`config.mk`:
```
export PLATFORM = sky130hd
export DESIGN_NAME = run_detector
export DESIGN_NICKNAME = d
export VERILOG_FILES = /design/src/rtl/run_detector_pkg.sv /design/src/rtl/run_detector_channel.sv /design/src/rtl/run_detector.sv
export SDC_FILE = /design/constraint.sdc
export NUM_CORES = 1
export LEC_CHECK = 0
export ABC_AREA = 1
export CAP_MARGIN = 20
export CORE_MARGIN = 2
export CORE_UTILIZATION = 40
export CTS_CLUSTER_SIZE = 10
export DETAILED_ROUTE_END_ITERATION = 10
export GPL_TIMING_DRIVEN = 0
export SYNTH_ARGS = -nofsm -noshare
export SYNTH_HDL_FRONTEND = slang
export SYNTH_HIERARCHICAL = 1
export SYNTH_SLANG_ARGS = --single-unit
```
`constraint.sdc`:
```
create_clock -name clk -period 2.63 [get_ports clk]
set_input_delay 0.526 -clock clk [delete_from_list [all_inputs] [get_ports clk]]
set_output_delay 0.526 -clock clk [all_outputs]
set_load 0.1 [all_outputs]
```
`src/rtl/run_detector_pkg.sv`:
```
// Shared types and constants for the multi-channel run-length detector.
package run_detector_pkg;

  // Per-channel detector state.
  typedef enum logic [1:0] {
    IDLE = 2'd0,  // run count is 0
    RUN  = 2'd1,  // 0 < count < THRESH
    DET  = 2'd2   // count saturated at THRESH
  } state_t;

  // Encoding of the mode input.
  localparam logic MODE_LEVEL = 1'b0;
  localparam logic MODE_PULSE = 1'b1;

endpackage

```
`src/rtl/run_detector_channel.sv`:
```
// One channel of the run detector: counts consecutive high samples of w,
// holds DET while w stays high, and reports the edge on which DET is entered.
module run_detector_channel
  import run_detector_pkg::*;
#(
  parameter int THRESH = 2
) (
  input  logic clk,
  input  logic reset,
  input  logic clear,
  input  logic w,
  output logic det,
  output logic pulse,
  output logic entry
);

  localparam int CW = $clog2(THRESH + 1);

  state_t        state;
  logic [CW-1:0] count;
  logic          last_step;

  // Flag the sample that completes the run, and the resulting entry into DET.
  always_comb begin
    // NOTE: every output of a combinational block is assigned on every path
    // (here unconditionally) so no latch is inferred.
    last_step = (count == CW'(THRESH - 1));
    entry     = w && !clear && (state != DET) && last_step;
  end

  // Run counter, state and one-cycle pulse flag; clear outranks w.
  always_ff @(posedge clk or negedge reset) begin
    // NOTE: state registers use non-blocking assignments so every flop in the
    // design samples pre-edge values, independent of block ordering.
    if (!reset) begin
      state <= IDLE;
      count <= '0;
      pulse <= 1'b0;
    end else if (clear) begin
      state <= IDLE;
      count <= '0;
      pulse <= 1'b0;
    end else begin
      pulse <= entry;
      if (!w) begin
        state <= IDLE;
        count <= '0;
      end else if (state == DET || last_step) begin
        state <= DET;
        count <= CW'(THRESH);
      end else begin
        state <= RUN;
        count <= count + CW'(1);
      end
    end
  end

  // DET decode straight from the state register keeps w off any path to out.
  assign det = (state == DET);

endmodule

```
`src/rtl/run_detector.sv`:
```
// Multi-channel run-length detector: one channel FSM per input, a mode mux
// selecting level or pulse output, and a wrapping tally of detection events.
module run_detector
  import run_detector_pkg::*;
#(
  parameter int CHANNELS = 4,
  parameter int THRESH   = 2,
  parameter int HIT_W    = 8
) (
  input  logic                clk,
  input  logic                reset,
  input  logic                mode,
  input  logic                clear,
  input  logic [CHANNELS-1:0] w,
  output logic [CHANNELS-1:0] out,
  output logic [HIT_W-1:0]    hits
);

  logic [CHANNELS-1:0] det;
  logic [CHANNELS-1:0] pulse;
  logic [CHANNELS-1:0] entry;
  logic [HIT_W-1:0]    entry_count;

  for (genvar g = 0; g < CHANNELS; g++) begin : g_ch
    run_detector_channel #(
      .THRESH(THRESH)
    ) u_ch (
      .clk  (clk),
      .reset(reset),
      .clear(clear),
      .w    (w[g]),
      .det  (det[g]),
      .pulse(pulse[g]),
      .entry(entry[g])
    );
  end

  // Mode mux: the only combinational path to out, so a mode change is immediate.
  always_comb begin
    out = (mode == MODE_PULSE) ? pulse : det;
  end

  // Popcount of this edge's entry events; the modular sum matches the wrapping tally.
  always_comb begin
    entry_count = '0;
    for (int i = 0; i < CHANNELS; i++) begin
      entry_count = entry_count + HIT_W'(entry[i]);
    end
  end

  // Detection-event tally, wrapping at 2^HIT_W.
  always_ff @(posedge clk or negedge reset) begin
    if (!reset) begin
      hits <= '0;
    end else if (clear) begin
      hits <= '0;
    end else begin
      hits <= hits + entry_count;
    end
  end

endmodule

```
==> out/results.ini, run 1 <==
[status]
status = finished, final reports clean

[setup_path]
path_common_cell = fa_1
setup.worst_path.end_class = flop
r2r_cells = 12
critPathSlowestCell = clkdlybuf4s50_1
r2r_setup_slack_ps = 190
crit_path_max_incr_delay_ps = 480
r2r_end = hits[6]
cp_max_fo = 3
crit_buf_inv = 3
worstSetupPathType = input port to flop
worst_setup_path_start_kind = input port
r2r_start = g_ch[0].u_ch/count[0]
arrival_ps = 2740
cp.required_ps = 2870
path_cells = clkdlybuf4s50_1 > nand2_1 > nor3_2 > fa_1 > inv_1 > fa_1 > inv_1 > fa_1 > nand2_2 > nor2_1 > o21ai_0 > nor2_1
path_delay_family = adder cells

[clock_tree]
clkTransAtPathRegs_ps = 150
cts_made_buffers = 3
clock-sinks = 28
cts_setup_buffers = 0
clockRootBuffer = clkbuf_4
clkLatencyLatePin_ps = 330
cts_buffer_depth = 2
cts_tree = done
htreeDepth = 1

[synthesis]
synth_cell_type_count = 15
synthAdderAreaFrac_pct = 8.63
synthXorXnorAreaFrac_pct = 0
avgSynthCellArea_um2 = 8.93
yosysWarnings = 6
synth_compound_area_share_pct = 2.11
synthSimpleGateAreaFrac_pct = 24.8
mappedNetlistArea_um2 = 1420
yosysSeqAreaShare_pct = 49.3
syn_inst = 159
ys_ff_latch = 28
synth_top_family_by_area = simple AND/OR/NAND/NOR gates
muxShareOfSynthArea_pct = 3.17
synth_fp_nets = 175

[place]
numPlacedInstances = 225
place_ws_ps = -769
numPortBuffers = 19
place_hpwl_um = 1840
placed_cell_area_um2 = 1700
gp_congestion = 0.810

[worst_hold_path]
min_from = g_ch[3].u_ch/count[0]
hold_end = g_ch[3].u_ch/count[0]
hold_depth = 1
hp-class = flop to flop

[global_routing]
grt_first_pass_wirelength_um = 4350
overflow = 0
grt_start_max_net_pins = 19
antenna_found_initial = 0
track_usage_pct = 13.8
grt_pass1_vias = 1001

[routing]
ant_nets = 0
viasPerCell = 4.38
wirelength_um = 2400
vias = 1003
dr.pass1.iters = 4
remaining_drc_errors = 0
wl_per_cell_um = 10.5
drtIter0Drc = 55

[timing]
hold_viol_final = 0
post-route-min-period_ps = 2500
slew_violations = 0
min_period_over_period_pct = 95.1
setup_violations = 0
worst_slack_ps = 128
worstMarginPinSlew_ps = 973
skew_ps = 1.44
fmax_ghz = 0.400
rsz0062_at_grt = no
fin_tns_setup_ps = 0
relSlewSlack_pct = 35.0

[floorplanning]
chipHeight_um = 63.6
num_io_pins = 20
start_util_pct = 42.2
num_rows = 21
die_w_um = 63.6
coreArea_um2 = 3360
die-area_um2 = 4040

[pwr]
total_power_mw = 0.812
ir_worst_vdd_mv = 0.193
p_leak_nw = 0.989
power_density_nw_per_um2 = 465

[run]
maxCapViolations = 0

[finish]
final_nets = 200
instances_no_fill = 229
antenna_cells = 0
drive_gt1_share_pct = 20.2
stdcell_area_um2 = 1750
synthToLayoutAreaGrowth_pct = 23.0

## where the power goes
part	switching [mW]	internal, mW
combinational	0.0950	0.0464
clock	0.127	0.0847
sequential	0.00917	0.449
total	0.231	0.580
## synthesized netlist by cell type
master   instances  area share, %
nand3_1          4            1.4
o21ai_0          2           0.70
nor2_1           9            2.4
nor2_4           4            3.2
nand2_1         28            7.4
nand3_2          4            2.8
fa_1             3            4.2
inv_1           45             12
nor3_1           8            2.8
nand2_2          6            2.6
ha_1             5            4.4
a21oi_1          4            1.4
nor2_2           5            2.2
mux2_2           4            3.2
dfrtp_1         28             49
## cell type report
| class | count | area (um^2) |
|---|---|---|
| Timing Repair Buffer | 20 | 218 |
| Fill cell | 319 | 1620 |
| Clock buffer | 4 | 36.3 |
| Sequential cell | 28 | 701 |
| Inverter | 45 | 169 |
| Tap cell | 46 | 57.6 |
| Multi-Input combinational cell | 86 | 566 |
## registers in the layout, summed over array words and instances (netlist names)
signal           flops
g_ch.u_ch/pulse      4
g_ch.u_ch/state      8
hits                 8
g_ch.u_ch/count      8
## per-stage QoR
step	util, %	hold WS, ps
floorplan	-	230
global placement	49.6	427
detailed placement	50.4	434
CTS	51.7	454
global route	51.9	464
finish	51.9	449
## layer usage
metal,share of wire [%],global-route usage [%],vias up
li1,-,-,513
met1,47,16.8,475
met2,49,23.7,13
met3,3.5,3.21,2
met4,0.54,4.89,0
met5,0,0,-
## placed cells by master (no fill, tap or decap)
cell / count
nand3_2: 4
nand3_1: 4
nor3_2: 2
a21oi_1: 4
nor3_1: 6
ha_1: 5
mux2_2: 4
o21ai_0: 2
nand2_2: 7
nor2_2: 6
fa_1: 3
clkdlybuf4s15_2: 4
nand2_1: 27
clkbuf_4: 3
buf_16: 1
buf_2: 1
nor2_4: 4
clkdlybuf4s50_1: 14
inv_1: 45
dfrtp_1: 28
clkbuf_8: 1
nor2_1: 8
## kinds of logic (layout without fill, tap and decap cells)
group,after synthesis,in the layout
simple gates,68,68
buf+inv,45,69
flops,28,28
fa+ha+maj,8,8
compound gates,6,6
mux,4,4
## how the worst max path moves through the flow
| stage | from | end | depth (start not counted) |
|---|---|---|---|
| 2_1_floorplan | hits[0] | hits[6] | 9 |
| 3_3_place_gp | clear | hits[4] | 13 |
| 3_5_place_dp | clear | hits[6] | 13 |
| 4_1_cts | w[0] | hits[6] | 12 |
| 5_1_grt | w[2] | hits[6] | 13 |
| 6_report | w[2] | hits[4] | 12 |
## what timing repair did
action | CTS | global route
pin swaps | 0 | 1
endpoints found under the setup margin | 11 | 2
hold buffers | 0 | 0
gates resized for setup | 15 | 6
Note: power is estimated with default switching activity, not from simulation.
==> inputs of run 2 (changes only) <==
--- a/config.mk
+++ b/config.mk
@@ -12,6 +12,7 @@
 export CTS_CLUSTER_SIZE = 10
 export DETAILED_ROUTE_END_ITERATION = 10
 export GPL_TIMING_DRIVEN = 0
+export SETUP_SLACK_MARGIN = 0.3
 export SYNTH_ARGS = -nofsm -noshare
 export SYNTH_HDL_FRONTEND = slang
 export SYNTH_HIERARCHICAL = 1
==> run 2 against run 1 <==
  * Fmax is 8.0% higher
  * Utilization is 0.97 points higher
  * Setup slack better by 190 ps
  * First-iteration DRC count is 67% lower
  * Count of clock-buffer cells in the layout stayed put
  * Combinational power is 8% higher
  * Clock skew is 8.4 ps higher
  * Sequential share of layout area is 0.66 points lower
  * Total power is 2.5% lower
  * Sequential power hardly changed
  * Wire length is 0.67% lower
  * Largest power group unchanged
  * Highest routed layer unchanged
==> out/results.ini, run 2 (synthesis results as in run 1) <==
[setup_path]
arrival_ps = 2530  ; -210 ps
worst_setup_path_start_kind = flop
r2r_start = g_ch[0].u_ch/count[0]
cp_max_fo = 2  ; -1
r2r_setup_slack_ps = 310  ; +120 ps
worstSetupPathType = flop to flop
setup.worst_path.end_class = flop
r2r_end = hits[1]
r2r_cells = 10  ; -2
cp.required_ps = 2850  ; -20 ps

[global_routing]
overflow = 0  ; unchanged
antenna_found_initial = 0  ; unchanged
grt_pass1_vias = 1066  ; +6.5%
grt_start_max_net_pins = 20  ; +1
track_usage_pct = 13.9  ; +0.16 points
grt_first_pass_wirelength_um = 4440  ; +2.2%

[routing]
wirelength_um = 2390  ; -0.67%
vias = 1024  ; +2.1%
remaining_drc_errors = 0  ; unchanged
wl_per_cell_um = 10.2  ; -2.8%
drtIter0Drc = 18  ; -67%
dr.pass1.iters = 4  ; unchanged
ant_nets = 0  ; unchanged
viasPerCell = 4.38  ; about the same

[floorplanning]
die_w_um = 63.6  ; unchanged
chipHeight_um = 63.6  ; unchanged
start_util_pct = 42.2  ; unchanged
coreArea_um2 = 3360  ; unchanged
die-area_um2 = 4040  ; unchanged
num_io_pins = 20  ; unchanged
num_rows = 21  ; unchanged

[timing]
setup_violations = 0  ; unchanged
hold_viol_final = 0  ; unchanged
fmax_ghz = 0.432  ; +8.0%
worstMarginPinSlew_ps = 962  ; -10.8 ps
skew_ps = 9.82  ; +8.38 ps
rsz0062_at_grt = yes
slew_violations = 0  ; unchanged
relSlewSlack_pct = 36.1  ; +1.2 points
min_period_over_period_pct = 88.1  ; -7.1 points
fin_tns_setup_ps = 0  ; unchanged
post-route-min-period_ps = 2320  ; -186 ps

[clock_tree]
clkTransAtPathRegs_ps = 150  ; about the same
htreeDepth = 1  ; unchanged
cts_tree = done
clock-sinks = 28  ; unchanged
clockRootBuffer = clkbuf_4
cts_buffer_depth = 2  ; unchanged
cts_hold_buf = 0  ; unchanged
clkLatencyLatePin_ps = 320  ; about the same
cts_made_buffers = 3  ; unchanged

[finish]
final_common_cell = inv_1
synthToLayoutAreaGrowth_pct = 25.3
fin_util_pct = 52.9  ; +0.97 points
instances_no_fill = 234  ; +2.2%
most-common-layout-cells = inv_1, nand2_1, dfrtp_1, dlygate4sd2_1
final_nets = 205  ; +2.5%
antenna_cells = 0  ; unchanged
drive_gt1_share_pct = 27.7  ; +7.4 points
reg_top3 = g_ch.u_ch/count (8), g_ch.u_ch/state (8), hits (8)

[worst_hold_path]
min_from = g_ch[3].u_ch/count[0]
hold_depth = 1  ; unchanged
hp-class = flop to flop
hold_end = g_ch[3].u_ch/count[0]

[pwr]
p_leak_nw = 1.05  ; +6.2%
total_power_mw = 0.792  ; -2.5%
power_density_nw_per_um2 = 445  ; -4.3%
ir_worst_vdd_mv = 0.298  ; +54%

[status]
status = finished, final reports clean

[place]
numPlacedInstances = 225  ; unchanged
gp_congestion = 0.743  ; -8.3%
numPortBuffers = 19  ; unchanged
place_hpwl_um = 1810  ; -1.7%

[run]
maxCapViolations = 0  ; unchanged

run 2: cell count changes in the layout (fill, tap and decap cells not counted), sizes merged:
cell | previous run | this run
buf | 2 | 9
clkdlybuf4s15 | 4 | 0
dlygate4sd2 | 0 | 10
clkbuf | 4 | 6
clkdlybuf4s50 | 14 | 3
dlymetal6s2s | 0 | 1
run 2: how the worst max path moves through the flow:
stage,start,to,cells after the start
global placement,clear,hits[4],13
global route,g_ch[2].u_ch/count[1],hits[6],14
CTS,g_ch[0].u_ch/count[1],hits[6],14
finish,g_ch[0].u_ch/count[0],hits[1],10
floorplan,g_ch[2].u_ch/count[0],hits[6],12
detailed placement,clear,hits[6],13
run 2: layer usage:
| metal | global-route usage, % | wire, um | vias to the layer above |
|---|---|---|---|
| li1 | - | - | 532 |
| met1 | 17.3 | 1120 | 475 |
| met2 | 23.3 | 1160 | 15 |
| met3 | 3.57 | 98 | 2 |
| met4 | 5.16 | 12 | 0 |
| met5 | 0 | 0 | - |
run 2: critical path, stage by stage (launching register included):
cell and delay (ps):
dfrtp_1 410, ha_2 190, inv_2 80, nor3_4 40
fa_1 530, inv_1 50, fa_2 330, inv_2 70
fa_2 430, inv_2 50, nor2_1 30
run 2: area by class of cell:
class / count / area (um^2)
fillers: 336 / 1580
flip-flops and latches: 28 / 702
multi-input cells: 86 / 592
repair buffers: 25 / 233
inverters: 45 / 169
well taps: 46 / 57.6
clock buffers: 4 / 26.3
run 2: per-stage QoR:
stage	hold slack [ps]	setup WS, ps	area, um^2
2_1_floorplan	230	313	1430
3_3_place_gp	428	-712	1670
3_5_place_dp	436	-749	1700
4_1_cts	455	230	1740
5_1_grt	463	150	1780
6_report	451	314	1780
run 2: repair_timing:
item	CTS	global route
gates resized for setup	46	10
pin swaps	3	6
buffers inserted	3	2
setup endpoints to repair	20	5
run 2: power breakdown:
part / switching, mW / internal, mW / total, mW
combinational: 0.0995 / 0.0520 / 0.152
clock: 0.123 / 0.0594 / 0.182
sequential: 0.00845 / 0.450 / 0.458
==> inputs of run 3 (changes only) <==
==> constraint.sdc (replaced) <==
create_clock -name clk -period 2.3 [get_ports clk]
set_input_delay 0.46 -clock clk [delete_from_list [all_inputs] [get_ports clk]]
set_output_delay 0.46 -clock clk [all_outputs]
set_load 0.1 [all_outputs]
==> run 3 against run 2 <==
  * The run now ends with setup timing left
  * Flip-flop and latch count is the same
  * Critical path depth increased by 2
  * Combinational power increased by 20%
  * Largest cell class unchanged
  * Non-clock buffer count grew 4
==> out/results.ini, run 3 (synthesis results as in run 1) <==
[setup_path]
r2r_end = hits[6]
worst_setup_path_start_kind = input port
r2r_start = g_ch[0].u_ch/count[1]
worstSetupPathType = input port to flop
crit_path_max_incr_delay_ps = 480  ; -50 ps
crit_buf_inv = 3  ; -1
r2r_cells = 13  ; +3
cp_max_fo = 3  ; +1
r2r_setup_slack_ps = -50  ; -370 ps
setup.worst_path.end_class = flop
arrival_ps = 2590  ; +60 ps
cp.required_ps = 2540  ; -310 ps
path_cells = clkdlybuf4s50_1 > nand2_1 > nor3_4 > fa_1 > inv_2 > fa_2 > inv_2 > fa_2 > nand2_4 > nor2_4 > a21oi_2 > nor2_2
critPathSlowestCell = clkdlybuf4s50_1
path_delay_family = adder cells

[clock_tree]
clock-sinks = 28  ; unchanged
htreeDepth = 1  ; unchanged
cts_tree = done
clkTransAtPathRegs_ps = 140  ; about the same
clkLatencyLatePin_ps = 330  ; about the same
cts_buffer_depth = 2  ; unchanged
cts_made_buffers = 3  ; unchanged
clockRootBuffer = clkbuf_4

[place]
numPortBuffers = 19  ; unchanged
place_hpwl_um = 1770  ; -1.8%
gp_congestion = 0.749  ; +0.83%

[global_routing]
grt_pass1_vias = 1091  ; +2.3%
track_usage_pct = 14.5  ; +0.58 points
grt_first_pass_wirelength_um = 4650  ; +4.7%
grt_start_max_net_pins = 16  ; -20%
overflow = 0  ; unchanged
antenna_found_initial = 0  ; unchanged

[floorplanning]
num_io_pins = 20  ; unchanged
coreArea_um2 = 3360  ; unchanged
chipHeight_um = 63.6  ; unchanged
num_rows = 21  ; unchanged
die-area_um2 = 4040  ; unchanged
start_util_pct = 42.2  ; unchanged
die_w_um = 63.6  ; unchanged

[routing]
wirelength_um = 2490  ; +4.5%
dr.pass1.iters = 4  ; unchanged
vias = 1045  ; +2.1%
met3_length_um = 106  ; +8.2%
remaining_drc_errors = 0  ; unchanged
m1WireLength_um = 1210  ; +8.1%
drtIter0Drc = 43  ; +25
met2WireLength_um = 1140  ; -1.4%
wl_per_cell_um = 10.5  ; +2.8%
topRoutingLayerUsed = met4
ant_nets = 0  ; unchanged
viasPerCell = 4.39  ; +0.34%

[pwr]
power_density_nw_per_um2 = 499  ; +12%
total_power_mw = 0.948  ; +20%
p_leak_nw = 1.05  ; +0.14%
ir_worst_vdd_mv = 0.338  ; +13%

[timing]
post-route-min-period_ps = 2350
hold_viol_final = 0  ; unchanged
skew_ps = 2.33  ; -7.49 ps
relSlewSlack_pct = 50.0  ; +14 points
slew_violations = 0  ; unchanged
rsz0062_at_grt = yes
min_period_over_period_pct = 102
fmax_ghz = 0.425
setup_violations = 5  ; +5
worst_slack_ps = -54.1  ; -368 ps
worstMarginPinSlew_ps = 748  ; -214 ps

[finish]
drive_gt1_share_pct = 40.1  ; +12 points
fin_util_pct = 56.5  ; +3.6 points
most-common-layout-cells = inv_1, dfrtp_1, nand2_1, buf_4
reg_top3 = g_ch.u_ch/count (8), g_ch.u_ch/state (8), hits (8)
synthToLayoutAreaGrowth_pct = 33.7
antenna_cells = 0  ; unchanged
final_nets = 209  ; +2.0%
final_common_cell = inv_1

[run]
maxCapViolations = 0  ; unchanged

[status]
violations = setup timing
status = finished with violations

[worst_hold_path]
hold_depth = 1  ; unchanged
hp-class = flop to flop
hold_end = g_ch[1].u_ch/count[0]
min_from = g_ch[1].u_ch/count[0]

==> run 3: cell count changes in the layout (fill, tap and decap cells not counted), moves of 2 or more <==
cell | previous run | this run
clkdlybuf4s15_2 | 0 | 8
nand3_2 | 4 | 7
nand2_4 | 0 | 2
inv_2 | 5 | 7
buf_4 | 8 | 10
nand3_1 | 4 | 0
nand2_1 | 27 | 24
inv_1 | 40 | 37
dlygate4sd2_1 | 10 | 2
==> run 3: worst max path at each step <==
stage | slack, ps | endpoint | cells past startpoint | from
5_1_grt | -180 | hits[6] | 14 | g_ch[0].u_ch/count[1]
3_5_place_dp | -990 | hits[1] | 11 | clear
2_1_floorplan | 40 | hits[6] | 12 | g_ch[0].u_ch/count[0]
3_3_place_gp | -950 | hits[1] | 11 | clear
4_1_cts | -50 | hits[6] | 13 | g_ch[0].u_ch/count[1]
6_report | -50 | hits[6] | 12 | w[0]
==> run 3: repair_timing <==
action                     CTS  global route
buffers inserted             7             2
setup endpoints to repair   20            10
pin swaps                   10             8
gates resized for setup     68            13
hold buffers                 0             0
==> run 3: final cells by class <==
class	count	area, um^2
well taps	46	57.6
fillers	312	1460
multi-input cells	86	648
inverters	45	171
clock buffers	4	36.3
repair buffers	29	282
flip-flops and latches	28	704
==> run 3: metrics by stage <==
step | setup WS [ps] | instance area [um^2] | TNS (ps) | hold WS, ps | cells
after floorplan | 36.6 | 1450 | 0 | 164 | 159
after global placement | -955 | 1690 | -8750 | 427 | 224
after detailed placement | -989 | 1720 | -8930 | 436 | 225
after CTS | -50.0 | 1850 | -89.9 | 459 | 236
after global routing | -181 | 1900 | -831 | 473 | 238
final | -54.1 | 1900 | -128 | 462 | 238
==> run 3: report_power, final <==
group	internal, mW	switching, mW	total [mW]	leakage, nW
Sequential	0.515	0.0103	0.525	0.380
Combinational	0.0658	0.118	0.183	0.651
Clock	0.0970	0.142	0.239	0.0210
Total	0.678	0.270	0.948	1.05
==> run 3: worst reg2reg max path: stages, from the launching register on <==
cell	delay, ps
dfrtp_1	380
inv_1	50
ha_2	180
inv_4	40
nor3_4	170
fa_1	440
inv_2	70
fa_2	190
inv_2	40
fa_2	380
nand2_4	90
nor2_4	40
a21oi_2	120
nor2_2	50
==> run 3: routing by layer <==
layer  up-vias  track usage (%)
met4         0             3.53
li1        536                -
met5         -                0
met3         6             4.11
met2        18             23.2
met1       485             19.5
